$ cat src/rtl/bcd_updown_counter.sv
// bcd_updown_counter: multi-digit packed-BCD up/down counter with synchronous
// clear, parallel load, wrap/saturate at the terminal values, a registered
// CARRY/BORROW pulse and a combinational TC output for cascading stages.
// Optional build macro BCD_LOAD_CHECK_EN rejects loads that carry a non-BCD
// digit and raises ERR. When the macro is undefined, loads are accepted
// verbatim and ERR is tied low.
module bcd_updown_counter #(
  parameter int DIGITS = 4,
  parameter bit WRAP   = 1'b1
) (
  input  logic                  CLK,
  input  logic                  RSTn,
  input  logic                  CLR,
  input  logic                  LOAD,
  input  logic [4*DIGITS-1:0]   LOAD_VAL,
  input  logic                  EN,
  input  logic                  UP,
  output logic [4*DIGITS-1:0]   BCD,
  output logic                  CARRY,
  output logic                  BORROW,
  output logic                  TC,
  output logic                  ZERO,
  output logic                  ERR
);

  localparam int W = 4 * DIGITS;

  logic [W-1:0] nines;
  logic [W-1:0] inc_val;
  logic [W-1:0] dec_val;
  logic         inc_cout;
  logic         dec_bout;
  logic         inc_c;
  logic         dec_b;
  logic [3:0]   inc_d;
  logic [3:0]   dec_d;
  logic [W-1:0] bcd_nxt;
  logic         carry_nxt;
  logic         borrow_nxt;

  // Constant all-nines pattern used for the up-terminal compare.
  always_comb begin
    nines = '0;
    for (int i = 0; i < DIGITS; i++) nines[4*i +: 4] = 4'h9;
  end

  // Up ripple: any digit >= 9 that receives a carry rolls to 0 and passes it on.
  always_comb begin
    inc_val = '0;
    inc_c   = 1'b1;
    inc_d   = '0;
    for (int i = 0; i < DIGITS; i++) begin
      inc_d = BCD[4*i +: 4];
      if (!inc_c) begin
        inc_val[4*i +: 4] = inc_d;
      end else if (inc_d >= 4'd9) begin
        inc_val[4*i +: 4] = 4'd0;
        inc_c             = 1'b1;
      end else begin
        inc_val[4*i +: 4] = inc_d + 4'd1;
        inc_c             = 1'b0;
      end
    end
    inc_cout = inc_c;
  end

  // Down ripple: 0 borrows and becomes 9; a non-BCD digit snaps to 9 without borrowing.
  always_comb begin
    dec_val = '0;
    dec_b   = 1'b1;
    dec_d   = '0;
    for (int i = 0; i < DIGITS; i++) begin
      dec_d = BCD[4*i +: 4];
      if (!dec_b) begin
        dec_val[4*i +: 4] = dec_d;
      end else if (dec_d == 4'd0) begin
        dec_val[4*i +: 4] = 4'd9;
        dec_b             = 1'b1;
      end else if (dec_d > 4'd9) begin
        dec_val[4*i +: 4] = 4'd9;
        dec_b             = 1'b0;
      end else begin
        dec_val[4*i +: 4] = dec_d - 4'd1;
        dec_b             = 1'b0;
      end
    end
    dec_bout = dec_b;
  end

`ifdef BCD_LOAD_CHECK_EN
  logic load_bad;
  logic err_nxt;

  // Flag a load value containing any digit above 9.
  always_comb begin
    load_bad = 1'b0;
    for (int i = 0; i < DIGITS; i++)
      if (LOAD_VAL[4*i +: 4] > 4'd9) load_bad = 1'b1;
  end
`endif

  // Next-state selection: CLR > LOAD > EN > hold; pulses default low every edge.
  always_comb begin
    bcd_nxt    = BCD;
    carry_nxt  = 1'b0;
    borrow_nxt = 1'b0;
`ifdef BCD_LOAD_CHECK_EN
    err_nxt    = ERR;
`endif
    if (CLR) begin
      bcd_nxt = '0;
`ifdef BCD_LOAD_CHECK_EN
      err_nxt = 1'b0;
`endif
    end else if (LOAD) begin
`ifdef BCD_LOAD_CHECK_EN
      if (load_bad) begin
        err_nxt = 1'b1;
      end else begin
        bcd_nxt = LOAD_VAL;
        err_nxt = 1'b0;
      end
`else
      bcd_nxt = LOAD_VAL;
`endif
    end else if (EN) begin
      if (UP) begin
        if (!inc_cout) begin
          bcd_nxt = inc_val;
        end else if (WRAP) begin
          bcd_nxt   = inc_val;
          carry_nxt = 1'b1;
        end
      end else begin
        if (!dec_bout) begin
          bcd_nxt = dec_val;
        end else if (WRAP) begin
          bcd_nxt    = dec_val;
          borrow_nxt = 1'b1;
        end
      end
    end
  end

  // Count and pulse registers; reset clears everything immediately.
  always_ff @(posedge CLK or negedge RSTn) begin
    if (!RSTn) begin
      BCD    <= '0;
      CARRY  <= 1'b0;
      BORROW <= 1'b0;
    end else begin
      BCD    <= bcd_nxt;
      CARRY  <= carry_nxt;
      BORROW <= borrow_nxt;
    end
  end

`ifdef BCD_LOAD_CHECK_EN
  // Sticky load-error flag, cleared by CLR or a valid LOAD.
  always_ff @(posedge CLK or negedge RSTn) begin
    if (!RSTn) ERR <= 1'b0;
    else       ERR <= err_nxt;
  end
`else
  assign ERR = 1'b0;
`endif

  assign TC   = EN & ((UP & (BCD == nines)) | (~UP & (BCD == '0)));
  assign ZERO = (BCD == '0);

endmodule
$ cat config.mk
export PLATFORM = sky130hd
export DESIGN_NAME = bcd_updown_counter
export DESIGN_NICKNAME = d
export VERILOG_FILES = /design/src/rtl/bcd_updown_counter.sv
export SDC_FILE = /design/constraint.sdc
export NUM_CORES = 1
export LEC_CHECK = 0
export ABC_CLOCK_PERIOD_IN_PS = 2550
export CAP_MARGIN = 20
export CORE_MARGIN = 8
export CORE_UTILIZATION = 50
export CTS_CLUSTER_DIAMETER = 30
export DETAILED_ROUTE_END_ITERATION = 10
export GPL_TIMING_DRIVEN = 0
export PLACE_DENSITY_LB_ADDON = 0.08
export SYNTH_ARGS = -nofsm -noshare
export SYNTH_HDL_FRONTEND = slang
export SYNTH_SLANG_ARGS = --single-unit
$ cat constraint.sdc
create_clock -name CLK -period 2.55 [get_ports CLK]
set_input_delay 0.51 -clock CLK [delete_from_list [all_inputs] [get_ports CLK]]
set_output_delay 0.51 -clock CLK [all_outputs]
set_load 0.01 [all_outputs]
# After elaboration in Yosys (flattened, before gate mapping)
# Index checks and enable logic that the tools add are counted.
# word_totals
register_bits	18
inputBits	22
# op_classes
n_addsub	8
order_cmp	8
n_eq_ne	4
mux	46
bitwise	5
n_reduce_logical	12
# ops
cell	count
4-bit two-way mux	18
16-bit two-way mux	4
1-bit two-way mux	24
4-bit by 1-bit adder with 4-bit output (second input constant)	4
16-bit equality test (second input constant)	1
4-bit greater-or-equal comparator (second input constant)	4
4-bit > comparator (second input constant)	4
16-bit zero test	1
4-bit zero test	4
4-bit by 1-bit subtractor with 4-bit output (second input constant)	4
4-bit by 2-bit != test with 1-bit output (second input constant)	3
4-bit nonzero test	3
3-bit AND reduction	3
1-bit bitwise AND	3
3-bit nonzero test	1
1-bit inverter	1
1-bit bitwise OR	1

# Longest topological paths before layout
# Gate-level depths: netlist of the first run.
# depth
depth_word	10
mapped_depth	8
mapped_depth_nobuf	7

# Least setup slack after synthesis of the first run
# OpenSTA, ideal clock, no wires.
# synth_path
path_kind	register to output
start	reg BCD[0]
end	out TC
arrival_time_ns	1.803
required_ns	2.040
path_slack_ns	0.237
stages_incl_launch_ff	8
path_buffers	0
cell_sequence	dfrtp_1 > inv_1 > ha_1 > nor3b_4 > nand3_1 > or3b_4 > o21ai_2 > and2_1
# synth_via
elab_chain_cells	4
word_cells_on_any_way	6
# synth_lines
item	line	source
start: declaration	18	output logic [4*DIGITS-1:0] BCD,
start signal: assignment	152	BCD <= bcd_nxt;
16-bit equality test / 16-bit zero test (equally long branches)	168	assign TC = EN & ((UP & (BCD == nines)) | (~UP & (BCD == '0)));
1-bit bitwise AND	168	
1-bit bitwise OR (*)	168	
1-bit bitwise AND (*)	168	
end: declaration	21	output logic TC,
# Every way passes the cells marked *; elsewhere a longest branch is shown, timed or not.

# Final worst setup path of the first run
# layout_path
start	reg BCD[13]
end	out TC
# Same word-level chain as after synthesis.

==> metrics.txt, run 1 <==
violation count after the first detailed-routing iteration 288; largest net degree at the start of global routing 20; final antenna-violating net count 0; DP Area 0.002450 mm²; antenna violations before repair 0; crit path launch type flop; synth unique cells 68; Avg WL per Cell 16.84 µm; first-pass GRT wire length 9660 µm; final instance count without filler cells 354; synthesis-stage register bit count 18; Crit Path Class reg2out; Slew @ Worst Pin 883.9 ps; Post-synth EDFFs 0; Final Hold Vio Count 0; Hold Path Class in2reg; Relative slew margins 40.89%; Max Buffers Root-to-Sink 2; Rows 23; register area share after synthesis 22.56%; synthesized area 0.001997 mm²; FF-to-FF End BCD[13]$_DFFE_PN0P_; Worst Min Path Start EN; Max VDD drop 0.0002406 V; final worst setup slack 23.60 ps; max cap viols 0; die extent in x 79.20 µm; fin crit share 99.07%; WHS Endpoint BORROW$_DFF_PN0_; Worst R2R Start BCD[4]$_DFFE_PN0P_; Hold WS 580.1 ps; total number of vias 2118; Cell Count Post-Placement 332; crit path max fanout 5; Total Routed Length 5962 µm; CP Capture Type primary output; Fin Setup TNS 0 ps; commonest non-fill, non-tap cell in the layout clkdlybuf4s50_1; core area 0.003914 mm²; H-tree depth 1; FFs w/ async S/R, synth 100.0%; Ant. Diodes 0; die area 0.006272 mm²; RePlAce Congestion 0.9172; unrepaired setup endpoints after global routing true; pre-CTS setup slack -749.4 ps; port bufs 39; clock-pin slew of the registers on the worst-case setup and hold paths 80 ps; WP data required 2040 ps; DR DRC count 0; syn_nets 278; dominant synthesized flop cell dfrtp_1; Gate Count Post-Synth 243; Tot GR Track Use 18.44%; FF-to-FF setup slack 350 ps; Lkg Pwr 1.099 nW; vias in the first global route 2021; outcome finished, final reports clean; fin crit period 2526 ps; I/O pins 43; hold path depth 3; fin area 0.002698 mm²; DRT Pass-1 Iters 5; Starting Density 51.02%; DR vias/cell 5.983; clock tree root buffer cell clkbuf_8; Clock Skew 6.240 ps; post-synth top area share 22.56%; hpwl dp 4094 µm; Worst-Skew Late Latency 270 ps; most frequent cells in the layout 36 x clkdlybuf4s50_1, 23 x buf_4, 20 x a21oi_1; FMAX 395.8 MHz; largest area contributor in the netlist dfrtp_1; Critical Path AT 2020 ps; Final Setup Violations 0; Cell Pwr Density 390.7 mW/mm²; # nets final 340; Reg2Reg Depth 7; Power Total 1.054 mW; clk sinks 18; CTS buffer count 3; CTS tree done; Die H 79.20 µm; max-slew violation count 0; CTS Hold Bufs 0; synth top area cells dfrtp_1 23%, ha_1 8.1%, a21oi_1 5.0%, inv_1 3.9%, nand3_1 3.0%; Mapped Avg Cell Area 8.218 µm²; synth warn 0; grt ovf 0; Area growth syn-to-layout 35.09%; post-layout util 68.93%; layout cells sized above 1 23.03%
-- registers in the layout (all words and copies together) (netlist names) --
register and count:
CARRY 1, BORROW 1, BCD 16
-- cells in the mapped netlist, drive strengths merged, types with 3 or more instances --
cell type  instances
a21oi             20
a221o              3
a221oi             3
a31oi              5
a32oi              3
and2               3
buf               12
clkbuf             6
dfrtp             18
ha                13
inv               22
nand2             16
nand3             12
nand4              3
nor2              13
nor3               8
nor3b              7
nor4               3
o2111ai            4
o21ai             11
o21bai             3
o311ai             5
o31a               3
o31ai              9
xnor2              3
-- power by group --
| group | internal, mW | switching (mW) |
|---|---|---|
| Sequential | 0.305 | 0.0173 |
| Clock | 0.138 | 0.115 |
| Combinational | 0.232 | 0.247 |
-- critical path: stages (launching register included) --
cell and delay, ps:
dfrtp_1 400, inv_2 110, ha_4 160, inv_1 80
nor3_2 240, or3b_4 430, o21ai_2 110, and2_1 120
buf_2 120
-- layer usage --
metal | wire, µm | track usage, % | vias to the layer above
li1 | - | - | 1031
met1 | 2644 | 25.60 | 985
met2 | 2827 | 29.42 | 93
met3 | 423 | 1.693 | 9
met4 | 67 | 5.370 | 0
met5 | 0 | 0 | -
-- logic make-up (layout without fill, tap and decap cells) --
| group | Yosys count | after routing | synth area share [%] |
|---|---|---|---|
| muxes | 2 | 2 | 1.003 |
| buffers and inverters | 40 | 101 | 9.899 |
| xor gates and xnor gates | 5 | 5 | 2.193 |
| DFF | 18 | 18 | 22.56 |
| and+or+nand+nor | 82 | 82 | 25.19 |
| AOI/OAI and AO/OA | 82 | 82 | 30.83 |
| other | 1 | 1 | 0.1878 |
| adders and majority gates | 13 | 13 | 8.146 |
-- cell type report --
cell class / count / area, µm²
plain buffers: 17 / 118.9
clock buffers: 4 / 55.05
fillers: 344 / 1216
inverters: 22 / 82.58
multi-input cells: 185 / 1391
flip-flops and latches: 18 / 457.9
well taps: 50 / 62.56
repair buffers: 58 / 529.3
-- what timing repair did --
item / 4_1_cts / 5_1_grt
gates resized for setup: 29 / 1
setup buffers: 14 / 5
endpoints found under the setup margin: 2 / 2
pin swaps: 4 / 2
-- how the worst max path moves through the flow --
stage	depth (start not counted)	slack [ps]	from	endpoint
detailed placement	8	-750	UP	TC
floorplan	7	240	BCD[0]$_DFFE_PN0P_	TC
CTS	8	40	BCD[4]$_DFFE_PN0P_	TC
finish	8	20	BCD[13]$_DFFE_PN0P_	TC
global placement	8	-750	UP	TC
global route	9	-60	BCD[13]$_DFFE_PN0P_	TC
(Power assumes the default switching activity.)
==> run 2: changes to the inputs <==
Settings changed: SKIP_CTS_REPAIR_TIMING set to 1.
==> run 2 against run 1 <==
The flow now finishes with violations (negative setup slack). Flip-flop and latch count did not move. Die area did not move. Setup slack got worse by 79 ps. Final cell count did not move. Critical path type unchanged. Largest cell class unchanged.
==> metrics.txt, run 2 (synthesis gave the netlist of run 1 again) <==
Total Routed Length 5988 µm; most frequent cells in the layout 36 x clkdlybuf4s50_1, 21 x buf_4, 20 x a21oi_1; die area 0.006272 mm²; Slew @ Worst Pin 894.2 ps; vias in the first global route 1887; register with the most flip-flops BCD; max cap viols 0; core area 0.003914 mm²; post-layout util 69.05%; I/O pins 43; Critical Path AT 2100 ps; Fin Setup TNS -55.72 ps; die extent in x 79.20 µm; WHS Endpoint BORROW$_DFF_PN0_; CP Capture Type primary output; DR DRC count 0; # nets final 340; Cell Chain, Critical Path inv_1 -> ha_4 -> or2b_4 -> or3b_4 -> o21ai_2 -> and2_1 -> buf_2; Power Total 1.059 mW; fin crit share 102.2%; Sw Share 36.18%; Comb pwr share 45.0%; met2 Usage GRT 27.20%; DR vias/cell 6.116; Max VDD drop 0.0002338 V; RePlAce Congestion 0.9172; Reg power frac 30.9%; violation count after the first detailed-routing iteration 306; top flop regs BCD (16), BORROW (1), CARRY (1); Die H 79.20 µm; FMAX 383.8 MHz; first-pass GRT wire length 9032 µm; Worst R2R Start BCD[5]$_DFFE_PN0P_; Worst path depth 7; Clock power frac 24.1%; Worst-Skew Late Latency 270 ps; Crit-path slowest cell dfrtp_2; failing checks negative setup slack; WP data required 2040 ps; port bufs 39; CTS tree done; Crit path max-delay family simple AND/OR/NAND/NOR gates; largest net degree at the start of global routing 19; max reg flops 16; busiest grt layer met2; max-slew violation count 0; clock-pin slew of the registers on the worst-case setup and hold paths 80 ps; fin crit period 2606 ps; final antenna-violating net count 0; layout cells sized above 1 22.70%; Tot GR Track Use 17.23%; Rows 23; H-tree depth 1; grt ovf 0; Lkg Pwr 1.113 nW; Buffers & Inverters on Critical Path 2; FILL cells 334; final worst setup slack -55.72 ps; Cell Int Power 0.6757 mW; Area growth syn-to-layout 35.34%; clock tree root buffer cell clkbuf_8; Ant. Diodes 0; Clock Skew 6.523 ps; FF-to-FF End BCD[13]$_DFFE_PN0P_; Hold Path Class in2reg; Max Buffers Root-to-Sink 2; Relative slew margins 40.20%; outcome complete, but fails checks; crit path max fanout 6; pre-CTS setup slack -749.4 ps; unrepaired setup endpoints after global routing true; antenna violations before repair 0; hold path depth 3; Starting Density 51.02%; Final Hold Vio Count 0; DRT Pass-1 Iters 5; met3 Use GR 1.693%; Avg WL per Cell 16.92 µm; GRT met1 Usage 24.28%; Final Setup Violations 1; total number of vias 2165; Net Sw Power 0.3831 mW; clk sinks 18; hpwl dp 4094 µm; FF-to-FF setup slack 410 ps; Worst Min Path Start EN; Reg2Reg Depth 8; Crit Path Class reg2out; Cell Pwr Density 391.8 mW/mm²; crit path launch type flop; CTS buffer count 3; CP peak stage delay 440 ps; commonest non-fill, non-tap cell in the layout clkdlybuf4s50_1
[run 2: cell count changes in the layout (fill, tap and decap cells not counted), sizes merged]
cell          change
clkbuf            +2
dlymetal6s2s      +1
buf               -2
dlygate4sd2       -1
[run 2: worst min-delay path, stage by stage]
cell and delay, ps:
buf_2 160, nand2_1 110, nor3_2 40
[run 2: worst max-delay path by stage]
stage                                   from  endpoint  slack (ps)
final                     BCD[8]$_DFFE_PN0P_        TC         -60
after global routing      BCD[9]$_DFFE_PN0P_        TC        -130
after CTS                                 UP        TC        -760
after detailed placement                  UP        TC        -750
after global placement                    UP        TC        -750
after floorplan           BCD[0]$_DFFE_PN0P_        TC         240
[run 2: power groups by stage]
stage	combinational [mW]	sequential [mW]	clock, mW
after floorplan	0.262	0.340	0
after global placement	0.400	0.336	0
after detailed placement	0.402	0.336	0
after CTS	0.405	0.330	0.259
after global routing	0.515	0.330	0.272
final	0.476	0.327	0.255
[run 2: final cells by class]
cell class / instances / area, µm² / area share [%]
Buffer: 18 / 120.1 / 4.444
Multi-Input combinational cell: 185 / 1398 / 51.71
Timing Repair Buffer: 57 / 525.5 / 19.44
Inverter: 22 / 82.58 / 3.056
Sequential cell: 18 / 459.2 / 16.99
Tap cell: 50 / 62.56 / 2.315
Clock buffer: 4 / 55.05 / 2.037
[run 2: metal layers]
metal / part of all wire, % / vias up / routed length [µm]
met4: 1.5 / 0 / 91
met1: 45 / 1016 / 2687
met5: 0 / - / 0
li1: - / 1033 / -
met2: 48 / 103 / 2849
met3: 6.0 / 13 / 359
[run 2: stage by stage]
stage	area, µm²	std cells	hold WS [ps]
6_report	2703	354	582.0
3_5_place_dp	2450	332	647.9
5_1_grt	2703	354	610.2
2_1_floorplan	1997	243	214.4
4_1_cts	2505	336	579.6
3_3_place_gp	2450	332	639.8
==> run 3: changes to the inputs <==
Settings changed: CAP_MARGIN 20 to 15.
==> results of run 3 <==
The final DEF is identical to that of run 2; final timing and power are the same.
